`config.mk`:
```
export PLATFORM = sky130hd
export DESIGN_NAME = ddr_cmd_arb_flat
export DESIGN_NICKNAME = d
export VERILOG_FILES = /design/src/rtl/ddr_cmd_arb_if.sv /design/src/rtl/ddr_cmd_arb.sv /design/src/flat_wrapper.sv
export SDC_FILE = /design/constraint.sdc
export NUM_CORES = 1
export LEC_CHECK = 0
export CELL_PAD_IN_SITES_DETAIL_PLACEMENT = 0
export CELL_PAD_IN_SITES_GLOBAL_PLACEMENT = 1
export CORE_AREA = 2 2 114 116
export DETAILED_ROUTE_END_ITERATION = 10
export DIE_AREA = 0 0 116 118
export PLACE_DENSITY_LB_ADDON = 0.1
export SLEW_MARGIN = 20
export SYNTH_ARGS = -nofsm -noshare
export SYNTH_HDL_FRONTEND = slang
export SYNTH_SLANG_ARGS = --single-unit
```
`constraint.sdc`:
```
create_clock -name clock -period 3.3 [get_ports clock]
set_input_delay 0.495 -clock clock [delete_from_list [all_inputs] [get_ports clock]]
set_output_delay 0.495 -clock clock [all_outputs]
set_load 0.01 [all_outputs]
```
`src/rtl/ddr_cmd_arb_if.sv`:
```
// Requester and DDR-controller signal bundle for the two-requester command arbiter.
// slave is the arbiter's view; master is the view of the requesters and controller.
interface ddr_cmd_arb_if;
  localparam int unsigned INST_W = 12;
  localparam int unsigned PAGE_W = 32;

  logic [INST_W-1:0] r0_inst;
  logic [INST_W-1:0] r1_inst;
  logic              r0_valid;
  logic              r1_valid;
  logic              r0_ack;
  logic              r1_ack;
  logic              r0_done;
  logic              r1_done;
  logic [PAGE_W-1:0] r0_page;
  logic [PAGE_W-1:0] r1_page;
  logic [INST_W-1:0] ctl_inst;
  logic              ctl_inst_en;
  logic              ctl_ready;
  logic [PAGE_W-1:0] ctl_page;
  logic              busy;
  logic              owner;

  modport slave (
    input  r0_inst, r1_inst, r0_valid, r1_valid, ctl_ready, ctl_page,
    output r0_ack, r1_ack, r0_done, r1_done, r0_page, r1_page,
           ctl_inst, ctl_inst_en, busy, owner
  );

  modport master (
    output r0_inst, r1_inst, r0_valid, r1_valid, ctl_ready, ctl_page,
    input  r0_ack, r1_ack, r0_done, r1_done, r0_page, r1_page,
           ctl_inst, ctl_inst_en, busy, owner
  );
endinterface

```
`src/rtl/ddr_cmd_arb.sv`:
```
// Round-robin arbiter that feeds one of two requesters' instructions into a DDR controller
// and returns the controller page to the owner when the command completes.
module ddr_cmd_arb #(
  parameter int unsigned BUSY_WAIT = 4
) (
  input logic           clock,
  input logic           reset,
  ddr_cmd_arb_if.slave  bus
);
  localparam int unsigned INST_W = 12;
  localparam int unsigned PAGE_W = 32;
  localparam int unsigned CNT_W  = 4;

  typedef enum logic [2:0] {IDLE, ISSUE, WAIT_BUSY, WAIT_DONE, RESPOND} state_t;

  state_t            state, state_nxt;
  logic [CNT_W-1:0]  cnt, cnt_nxt;
  logic [INST_W-1:0] inst, inst_nxt;
  logic              inst_en, inst_en_nxt;
  logic [1:0]        ack, ack_nxt;
  logic [1:0]        done, done_nxt;
  logic [PAGE_W-1:0] page0, page0_nxt;
  logic [PAGE_W-1:0] page1, page1_nxt;
  logic              own, own_nxt;
  logic              last, last_nxt;
  logic              busy, busy_nxt;
  logic              win;

  // Requester 1 wins alone, or on a tie when requester 0 was served last.
  always_comb win = (bus.r0_valid && bus.r1_valid) ? ~last : bus.r1_valid;

  always_ff @(posedge clock or posedge reset) begin
    if (reset) begin
      state   <= IDLE;
      cnt     <= '0;
      inst    <= '0;
      inst_en <= 1'b0;
      ack     <= '0;
      done    <= '0;
      page0   <= '0;
      page1   <= '0;
      own     <= 1'b0;
      last    <= 1'b1;
      busy    <= 1'b0;
    end else begin
      state   <= state_nxt;
      cnt     <= cnt_nxt;
      inst    <= inst_nxt;
      inst_en <= inst_en_nxt;
      ack     <= ack_nxt;
      done    <= done_nxt;
      page0   <= page0_nxt;
      page1   <= page1_nxt;
      own     <= own_nxt;
      last    <= last_nxt;
      busy    <= busy_nxt;
    end
  end

  always_comb begin
    state_nxt   = state;
    cnt_nxt     = cnt;
    inst_nxt    = inst;
    inst_en_nxt = 1'b0;
    ack_nxt     = '0;
    done_nxt    = '0;
    page0_nxt   = page0;
    page1_nxt   = page1;
    own_nxt     = own;
    last_nxt    = last;
    case (state)
      IDLE: begin
        if (bus.ctl_ready && (bus.r0_valid || bus.r1_valid)) begin
          ack_nxt   = win ? 2'b10 : 2'b01;
          inst_nxt  = win ? bus.r1_inst : bus.r0_inst;
          own_nxt   = win;
          state_nxt = ISSUE;
        end
      end
      ISSUE: begin
        inst_en_nxt = 1'b1;
        cnt_nxt     = '0;
        state_nxt   = WAIT_BUSY;
      end
      // A controller that never drops ready within the window finished with zero latency.
      WAIT_BUSY: begin
        if (!bus.ctl_ready) begin
          state_nxt = WAIT_DONE;
        end else if (cnt == CNT_W'(BUSY_WAIT - 1)) begin
          state_nxt = RESPOND;
        end else begin
          cnt_nxt = cnt + CNT_W'(1);
        end
      end
      WAIT_DONE: begin
        if (bus.ctl_ready) state_nxt = RESPOND;
      end
      RESPOND: begin
        done_nxt = own ? 2'b10 : 2'b01;
        if (own) page1_nxt = bus.ctl_page;
        else     page0_nxt = bus.ctl_page;
        last_nxt  = own;
        state_nxt = IDLE;
      end
      default: state_nxt = IDLE;
    endcase
    busy_nxt = (state_nxt != IDLE);
  end

  assign bus.r0_ack      = ack[0];
  assign bus.r1_ack      = ack[1];
  assign bus.r0_done     = done[0];
  assign bus.r1_done     = done[1];
  assign bus.r0_page     = page0;
  assign bus.r1_page     = page1;
  assign bus.ctl_inst    = inst;
  assign bus.ctl_inst_en = inst_en;
  assign bus.busy        = busy;
  assign bus.owner       = own;
endmodule

```
`src/flat_wrapper.sv`:
```
// flat-port wrapper written by rule: the top's interface ports become plain ports
module ddr_cmd_arb_flat 
#(
  parameter int unsigned BUSY_WAIT = 4
)
  (clock, reset, bus_r0_inst, bus_r1_inst, bus_r0_valid, bus_r1_valid, bus_ctl_ready, bus_ctl_page, bus_r0_ack, bus_r1_ack, bus_r0_done, bus_r1_done, bus_r0_page, bus_r1_page, bus_ctl_inst, bus_ctl_inst_en, bus_busy, bus_owner);
  ddr_cmd_arb_if bus_i ();
  input logic clock;
  input logic reset;
  input wire logic [$bits(bus_i.r0_inst)-1:0] bus_r0_inst;
  input wire logic [$bits(bus_i.r1_inst)-1:0] bus_r1_inst;
  input wire logic [$bits(bus_i.r0_valid)-1:0] bus_r0_valid;
  input wire logic [$bits(bus_i.r1_valid)-1:0] bus_r1_valid;
  input wire logic [$bits(bus_i.ctl_ready)-1:0] bus_ctl_ready;
  input wire logic [$bits(bus_i.ctl_page)-1:0] bus_ctl_page;
  output wire logic [$bits(bus_i.r0_ack)-1:0] bus_r0_ack;
  output wire logic [$bits(bus_i.r1_ack)-1:0] bus_r1_ack;
  output wire logic [$bits(bus_i.r0_done)-1:0] bus_r0_done;
  output wire logic [$bits(bus_i.r1_done)-1:0] bus_r1_done;
  output wire logic [$bits(bus_i.r0_page)-1:0] bus_r0_page;
  output wire logic [$bits(bus_i.r1_page)-1:0] bus_r1_page;
  output wire logic [$bits(bus_i.ctl_inst)-1:0] bus_ctl_inst;
  output wire logic [$bits(bus_i.ctl_inst_en)-1:0] bus_ctl_inst_en;
  output wire logic [$bits(bus_i.busy)-1:0] bus_busy;
  output wire logic [$bits(bus_i.owner)-1:0] bus_owner;
  assign bus_i.r0_inst = bus_r0_inst;
  assign bus_i.r1_inst = bus_r1_inst;
  assign bus_i.r0_valid = bus_r0_valid;
  assign bus_i.r1_valid = bus_r1_valid;
  assign bus_i.ctl_ready = bus_ctl_ready;
  assign bus_i.ctl_page = bus_ctl_page;
  assign bus_r0_ack = bus_i.r0_ack;
  assign bus_r1_ack = bus_i.r1_ack;
  assign bus_r0_done = bus_i.r0_done;
  assign bus_r1_done = bus_i.r1_done;
  assign bus_r0_page = bus_i.r0_page;
  assign bus_r1_page = bus_i.r1_page;
  assign bus_ctl_inst = bus_i.ctl_inst;
  assign bus_ctl_inst_en = bus_i.ctl_inst_en;
  assign bus_busy = bus_i.busy;
  assign bus_owner = bus_i.owner;
  ddr_cmd_arb #(.BUSY_WAIT(BUSY_WAIT)) u_core (.clock(clock), .reset(reset), .bus(bus_i));
endmodule
```
After elaboration in Yosys (flattened, before gate mapping):

Index checks and enable logic that the tools add are counted.

* $add $sub $neg: 1
* equal/unequal tests: 7
* muxes and demuxes: 16
* bitwise logic cells: 2
* reduce and logical (&&, ||, !) cells: 10

Operators by type and width (number)
* $mux W12: 1
* $mux W3: 4
* $pmux W3 S4: 1
* $mux W2: 5
* $mux W4: 2
* $pmux W4 S2: 1
* $eq A3 B2 Y1 const B: 2
* $reduce_and A2 Y1: 3
* $add A4 B1 Y4 const B: 1
* $eq A4 B2 Y1 const B: 1
* $ne A2 B2 Y1 const B: 2
* $eq A3 B1 Y1 const B: 1
* $eq A3 B3 Y1 const B: 1
* $logic_not A3 Y1: 1
* $reduce_and A3 Y1: 1
* $reduce_bool A3 Y1: 1
* $logic_and A1 B1 Y1: 2
* $mux W1: 2
* $not A1 Y1: 2
* $reduce_bool A2 Y1: 1
* $logic_or A1 B1 Y1: 1

* flip-flop bits (word level): 91
* input port bits: 61
* output and inout port bits: 83
* word-level logic and storage cells: 47

Longest topological paths before layout:

Gate-level depths: netlist of the first run.

* word-level depth: 5
* depth in mapped cells: 5
* mapped depth without buffers: 5

Worst setup path before layout of the first run:

Ideal clock, no wire load.

* kind: flip-flop to flip-flop
* from: reg u_core.cnt[0]
* to: reg u_core.cnt[3]
* library setup time: 127 ps
* arrival time: 1547 ps
* required time: 3173 ps
* path slack: 1626 ps
* stages on the path, launching flop included: 6
* buffers on the path: 0
* cell sequence: dfrtp_1 > ha_1 > nor4b_2 > nor4_4 > nand4_1 > mux2_1

* word-level cells in the longest chain between the ends: 4

Ends and longest elaborated chain
* start, declared: line ddr_cmd_arb.sv:17 `logic [CNT_W-1:0] cnt, cnt_nxt;`
* start signal, assigned: line ddr_cmd_arb.sv:47 `cnt <= cnt_nxt;`
* $add A4 B1 Y4: line ddr_cmd_arb.sv:92 `cnt_nxt = cnt + CNT_W'(1);`
* $mux W4: line ddr_cmd_arb.sv:89 `end else if (cnt == CNT_W'(BUSY_WAIT - 1)) begin`
* $mux W4: line ddr_cmd_arb.sv:87 `if (!bus.ctl_ready) begin`
* $pmux W4 S2: line ddr_cmd_arb.sv:71 `case (state)`

Several ways; a longest one is shown, not always the timed one. The select of a mux whose other input is x is not followed.
A chain may end at the register's enable or synchronous reset.

Worst setup path after layout of the first run:

* from: reg u_core.state[0]
* to: reg u_core.page1[24], in the netlist u_core.bus.r1_page[24]

* word-level cells in the longest chain between the ends: 2

Ends and longest elaborated chain
* start, declared: line ddr_cmd_arb.sv:16 `state_t state, state_nxt;`
* start signal, assigned: line ddr_cmd_arb.sv:46 `state <= state_nxt;`
* $eq A3 B3 Y1: line ddr_cmd_arb.sv:71
* $reduce_and A2 Y1 (no source line)
* end signal, assigned: line ddr_cmd_arb.sv:53 `page1 <= page1_nxt;`
* end, declared: line ddr_cmd_arb.sv:23 `logic [PAGE_W-1:0] page1, page1_nxt;`

Every way passes these cells.

==> results of run 1 <==
==> layer usage <==
metal / vias up / wire length, um / global-route usage (%)
li1: 1152 / - / -
met1: 1192 / 3710 / 16.9
met2: 98 / 3720 / 18.8
met3: 11 / 782 / 5.51
met4: 0 / 176 / 6.47
met5: - / 0 / 0
==> power breakdown <==
part	switching [mW]	total [mW]	internal [mW]
logic	0.616	1.62	1.01
clock network	0.403	0.984	0.581
registers	0.233	1.75	1.52
total	1.25	4.36	3.10
==> kinds of logic (layout without fill, tap and decap cells) <==
logic type               count (synthesis)  in the layout  share of synthesized area (%)
flip-flops                              91             91                           63.8
multiplexers                            78             78                           24.1
AND/OR/NAND/NOR                         35             35                           5.50
AO/OA/AOI/OAI                           23             23                           3.89
buffers and inverters                   13            166                           2.07
adder cells (fa/ha/maj)                  1              1                          0.350
XOR/XNOR                                 1              1                          0.245
==> metrics by stage <==
| step | hold slack [ps] | worst slack (ps) | util, % |
|---|---|---|---|
| after floorplan | 478 | 443 | - |
| after global routing | 520 | 1140 | 44.2 |
| after detailed placement | 471 | 1280 | 42.0 |
| final | 483 | 1300 | 44.2 |
| after global placement | 461 | 1300 | 42.0 |
| after CTS | 488 | 1270 | 44.2 |
==> area by class of cell <==
type | count | area share [%]
clock buffer | 12 | 4.31
clock inverter | 3 | 0.729
inverter | 3 | 0.228
multi-input combinational | 138 | 22.3
sequential | 91 | 41.5
tap | 172 | 3.92
timing repair buffer | 148 | 27.0
==> critical path: stages, from the launching register on <==
cell,delay (ps)
dfrtp_1,440
nor2_1,270
and3_2,340
buf_4,420
mux2_2,390
==> state kept, by name (all words and copies together) (netlist names) <==
register                count
u_core.cnt                  4
u_core.bus.ctl_inst_en      1
u_core.state                3
u_core.bus.owner            1
u_core.bus.ctl_inst        12
u_core.bus.r0_page         32
u_core.done                 2
u_core.last                 1
u_core.ack                  2
u_core.bus.r1_page         32
u_core.bus.busy             1
==> cells in the final DEF (no fill, tap or decap), drive strengths merged <==
master / instances
xnor2: 1
o211a: 1
nand2b: 2
a31o: 1
nand2: 14
nor2b: 2
nor4: 1
a21oi: 2
a21o: 2
and3: 1
o21ai: 14
mux2i: 13
clkdlybuf4s50: 143
a21boi: 1
o22ai: 1
nand3: 1
and2: 1
clkinv: 3
ha: 1
mux2: 65
and2b: 1
bufinv: 1
nor2: 7
dfrtp: 90
dfstp: 1
o211ai: 1
buf: 5
nor3b: 3
clkbuf: 12
nor4b: 1
inv: 2
nand4: 1
==> final timing paths <==
kind / start / to / slack [ps] / cells past startpoint
max in group asynchronous: reset / u_core.bus.ctl_inst[4] / 1990 / 3
min in group asynchronous: reset / u_core.bus.r0_page[1] / 570 / 2
worst max-delay path: u_core.state[0] / u_core.bus.r1_page[24] / 1300 / 4
worst max register to register: u_core.state[0] / u_core.bus.r1_page[24] / 1300 / 4
worst min-delay path: u_core.bus.ctl_inst[7] / u_core.bus.ctl_inst[7] / 480 / 2
worst min register to register: u_core.bus.ctl_inst[7] / u_core.bus.ctl_inst[7] / 480 / 2
==> impl_results.md, run 1 <==
* Sink Count at 91
* Final nets at 453
* Syn Std Cell Area at 3570 um2
* Clock Tree Buf Depth at 2
* Share of layout cells above drive strength 1 at 22.3%
* Number of flops mapped to enable cells by yosys at 0
* Initial antenna violation count at 0
* Synth Warn # at 0
* Pins Over Slew Limit at 0
* RSZ-0062 raised after global routing: no
* Largest net degree at the start of global routing at 55
* Remaining DRCs at 0
* Slew headroom at 53.8%
* Non-Filler Instances at 567
* FF+latch area at 2280 um2
* First-pass GRT wire length at 13.6 mm
* CP arrival at 2220 ps
* Setup Viol. Count Final at 0
* Synth cell types at 32
* Post-CTS Hold Buffers at 0
* # diodes at 0
* GRT Util Overall at 13.1%
* Syn_nets at 304
* Ports at 144
* Async SR Flop Fraction at 100%
* Crit-path max FO at 28
* Routed len/inst at 14.8 um
* Starting Density at 28.8%
* Worst IR drop on VDD at 293 uV
* GP Congestion at 0.683
* Post-synth top cells: 90 x dfrtp_1, 63 x mux2_2, 14 x nand2_1, 14 x o21ai_0, 13 x mux2i_1
* Max Clock Skew at 4.44 ps
* HPWL after DPL at 5.91 mm
* Fin crit share at 60.6%
* Drt first pass iters at 4
* Final hold vios at 0
* Pleak at 2.42 nW
* Setup TNS at 0 ps
* TritonCTS clock tree: done
* Post-Route WL at 8.38 mm
* Clk_lat worst skew at 340 ps
* Power Density at 793 nW/um2
* Ys flop type: dfrtp_1
* Setup Buffers After CTS at 0
* Synth top area cells: dfrtp_1 63%, mux2_2 20%, mux2i_1 3.6%, o21ai_0 2.0%, nand2_1 1.5%
* Die area at 13700 um2
* Fill count at 1181
* DP Cell Count at 552
* H-Tree Depth at 3
* Worst-path clk slew at 60 ps
* Vias in the first global route at 2539
* Core Region at 12400 um2
* Startpoint types: register
* Status: finished, final reports clean
* Die W at 116 um
* FP Rows at 41
* Top cell type's share of synthesized area at 63.1%
* Placed inst area at 5210 um2
* DR vias at 2453
* CTS buffer count at 9
* Min Tclk post-route at 2000 ps
* Detailed Route Iter0 Violations at 127
* Multi-input gate area at 1220 um2
* Overflow after GRT at 0
* Seq/Total Area, Yosys at 63.8%
* Final Power at 4.36 mW
* Post-synth top area cell: dfrtp_1
* Buffers on Ports at 143
* Max-cap violations at 0
* Final instance area at 5490 um2
* Hold Crit Class: reg2reg
* Fmax at 500 MHz
* Crit path kind: reg2reg
* Worst setup EP type: register
* Layout area overhead at 53.7%
* Die height at 118 um
* Synth Register Bits at 91
* Most common cell in the netlist: dfrtp_1
* Cells after Synth at 242
* ANT nets after route at 0
* Avg Vias per Cell at 4.33
* Critical path data required time at 3520 ps
* PostCTS Resize Cnt at 0
* Mean area per synthesized cell at 14.8 um2
* Root Buffer: clkbuf_16
* Actual slew at the worst max-slew pin at 692 ps
Power figures use the tool's default switching activity.
==> inputs of run 2 (changes only) <==
==> constraint.sdc (replaced) <==
create_clock -name clock -period 1.8 [get_ports clock]
set_input_delay 0.27 -clock clock [delete_from_list [all_inputs] [get_ports clock]]
set_output_delay 0.27 -clock clock [all_outputs]
set_load 0.01 [all_outputs]
==> impl_results.md, run 2 (synthesized netlist as in run 1, its figures left out) <==
* Die height at 118 um
* Combinational Power Share at 37.3%
* Initial antenna violation count at 0
* Worst-case reg-to-reg path depth at 5
* Routed len/inst at 14.7 um
* Startpoint types: register
* Pins Over Slew Limit at 0
* Final hold vios at 0
* Crit path launch: u_core.cnt[0]
* PostCTS Resize Cnt at 0
* GP Congestion at 0.699
* Post-Route WL at 8.45 mm
* Setup TNS at 0 ps
* Fin crit share at 94.3%
* Actual slew at the worst max-slew pin at 397 ps
* Worst setup EP type: register
* CP max stage cell: dfrtp_1
* Avg Vias per Cell at 4.27
* Min Tclk post-route at 1700 ps
* Hold Crit Class: in2async
* Clock power frac at 24.3%
* Crit Reg-Reg Startpoint: u_core.cnt[0]
* Final nets at 462
* Commonest non-fill, non-tap cell in the layout: clkdlybuf4s50_1
* Worst-path clk slew at 60 ps
* HPWL after DPL at 6.06 mm
* Remaining DRCs at 0
* Critical path data required time at 2020 ps
* Drt first pass iters at 4
* GRT Util Overall at 13.2%
* Slew headroom at 73.5%
* Core Region at 12400 um2
* Overflow after GRT at 0
* Vias in the first global route at 2584
* Share of layout cells above drive strength 1 at 24.3%
* Buffers on Ports at 143
* Starting Density at 28.8%
* Detailed Route Iter0 Violations at 90
* Reg2Reg Setup Slack at 100 ps
* Fmax at 589 MHz
* Die area at 13700 um2
* CTS buffer count at 9
* Worst path cell trace: ha_1 -> nor4b_2 -> nor4_4 -> nand4_1 -> mux2_1
* DP Cell Count at 561
* Crit path max-delay family: simple AND/OR/NAND/NOR gates
* Setup Buffers After CTS at 0
* Int Power at 6.00 mW
* H-Tree Depth at 3
* Max-cap violations at 0
* WP buf/inv at 0
* Most frequent cells in the layout: 143 x clkdlybuf4s50_1, 90 x dfrtp_1, 63 x mux2_2, 14 x nand2_1, 14 x o21ai_0
* Crit-path max FO at 4
* DP Worst Slack at 85.6 ps
* Die W at 116 um
* Worst path depth at 5
* Status: finished, final reports clean
* Layout area overhead at 58.5%
* Final instance area at 5660 um2
* Worst setup margin at 102 ps
* Clock Tree Buf Depth at 2
* ANT nets after route at 0
* Ports at 144
* Placed inst area at 5350 um2
* # diodes at 0
* Worst IR drop on VDD at 454 uV
* Root Buffer: clkbuf_16
* Worst path max stage delay at 410 ps
* Switching share of power at 27.8%
* RSZ-0062 raised after global routing: no
* Power Density at 1470 nW/um2
* First-pass GRT wire length at 13.6 mm
* Post-CTS Hold Buffers at 0
* Worst setup path endpoint: u_core.cnt[3]
* Reg2reg end: u_core.cnt[3]
* Flop pwr share at 38.4%
* Switching Power at 2.31 mW
* Largest net degree at the start of global routing at 49
* Sink Count at 91
* TritonCTS clock tree: done
* Pleak at 2.50 nW
* CP arrival at 1920 ps
* DR vias at 2457
* Setup Viol. Count Final at 0
* Non-Filler Instances at 575
* Crit path kind: reg2reg
* Max Clock Skew at 2.87 ps
* Clk_lat worst skew at 340 ps
* FP Rows at 41
run 2: changes by cell type in the layout (fill, tap and decap cells not counted):
cell        before  now
clkinvlp_4       0    1
buf_4            4    8
bufinv_16        1    2
buf_12           1    6
clkinv_2         3    0
clkbuf_8         0    2
clkbuf_1         3    1
run 2: worst min-delay path by stage:
stage | from | endpoint | slack [ps] | depth (start not counted)
detailed placement | u_core.bus.ctl_inst[11] | u_core.bus.ctl_inst[11] | 470 | 2
CTS | reset | u_core.bus.r0_page[5] | 180 | 2
floorplan | bus_ctl_page[26] | u_core.bus.r0_page[26] | 400 | 1
global placement | u_core.bus.ctl_inst[11] | u_core.bus.ctl_inst[11] | 460 | 2
finish | reset | u_core.bus.r0_page[3] | 190 | 2
global route | reset | u_core.bus.r0_page[3] | 190 | 2
run 2: power groups by stage:
| stage | sequential (mW) | combinational, mW | clock (mW) |
|---|---|---|---|
| finish | 3.19 | 3.10 | 2.02 |
| detailed placement | 3.23 | 3.15 | 0 |
| CTS | 3.20 | 3.16 | 2.11 |
| global route | 3.31 | 3.36 | 2.19 |
| floorplan | 3.51 | 0.992 | 0 |
| global placement | 3.21 | 3.14 | 0 |
run 2: per-stage QoR:
stage                     util [%]  total power, mW  hold slack [ps]
final                         45.6             8.31              194
after global routing          45.6             8.86              187
after CTS                     45.6             8.48              175
after detailed placement      43.1             6.38              471
after global placement        43.1             6.36              464
after floorplan                  -             4.50              405
run 2: final cells by class:
class                           count  area [um2]
Clock inverter                      2        60.1
Fill cell                        1156        6750
Clock buffer                       12         256
Tap cell                          172         215
Multi-Input combinational cell    138        1220
Timing Repair Buffer              157        1610
Sequential cell                    91        2280
Inverter                            3        15.0
run 2: per-layer routing:
metal	GRT usage, %	share of wire [%]
met5	0	0
met4	7.89	3.4
met3	4.99	7.8
met2	19.8	46
met1	16.0	43
run 2: worst reg2reg max path, cell delays in order (launching register included):
cell	delay [ps]
dfrtp_1	410
ha_1	250
nor4b_2	200
nor4_4	280
nand4_1	130
mux2_1	320
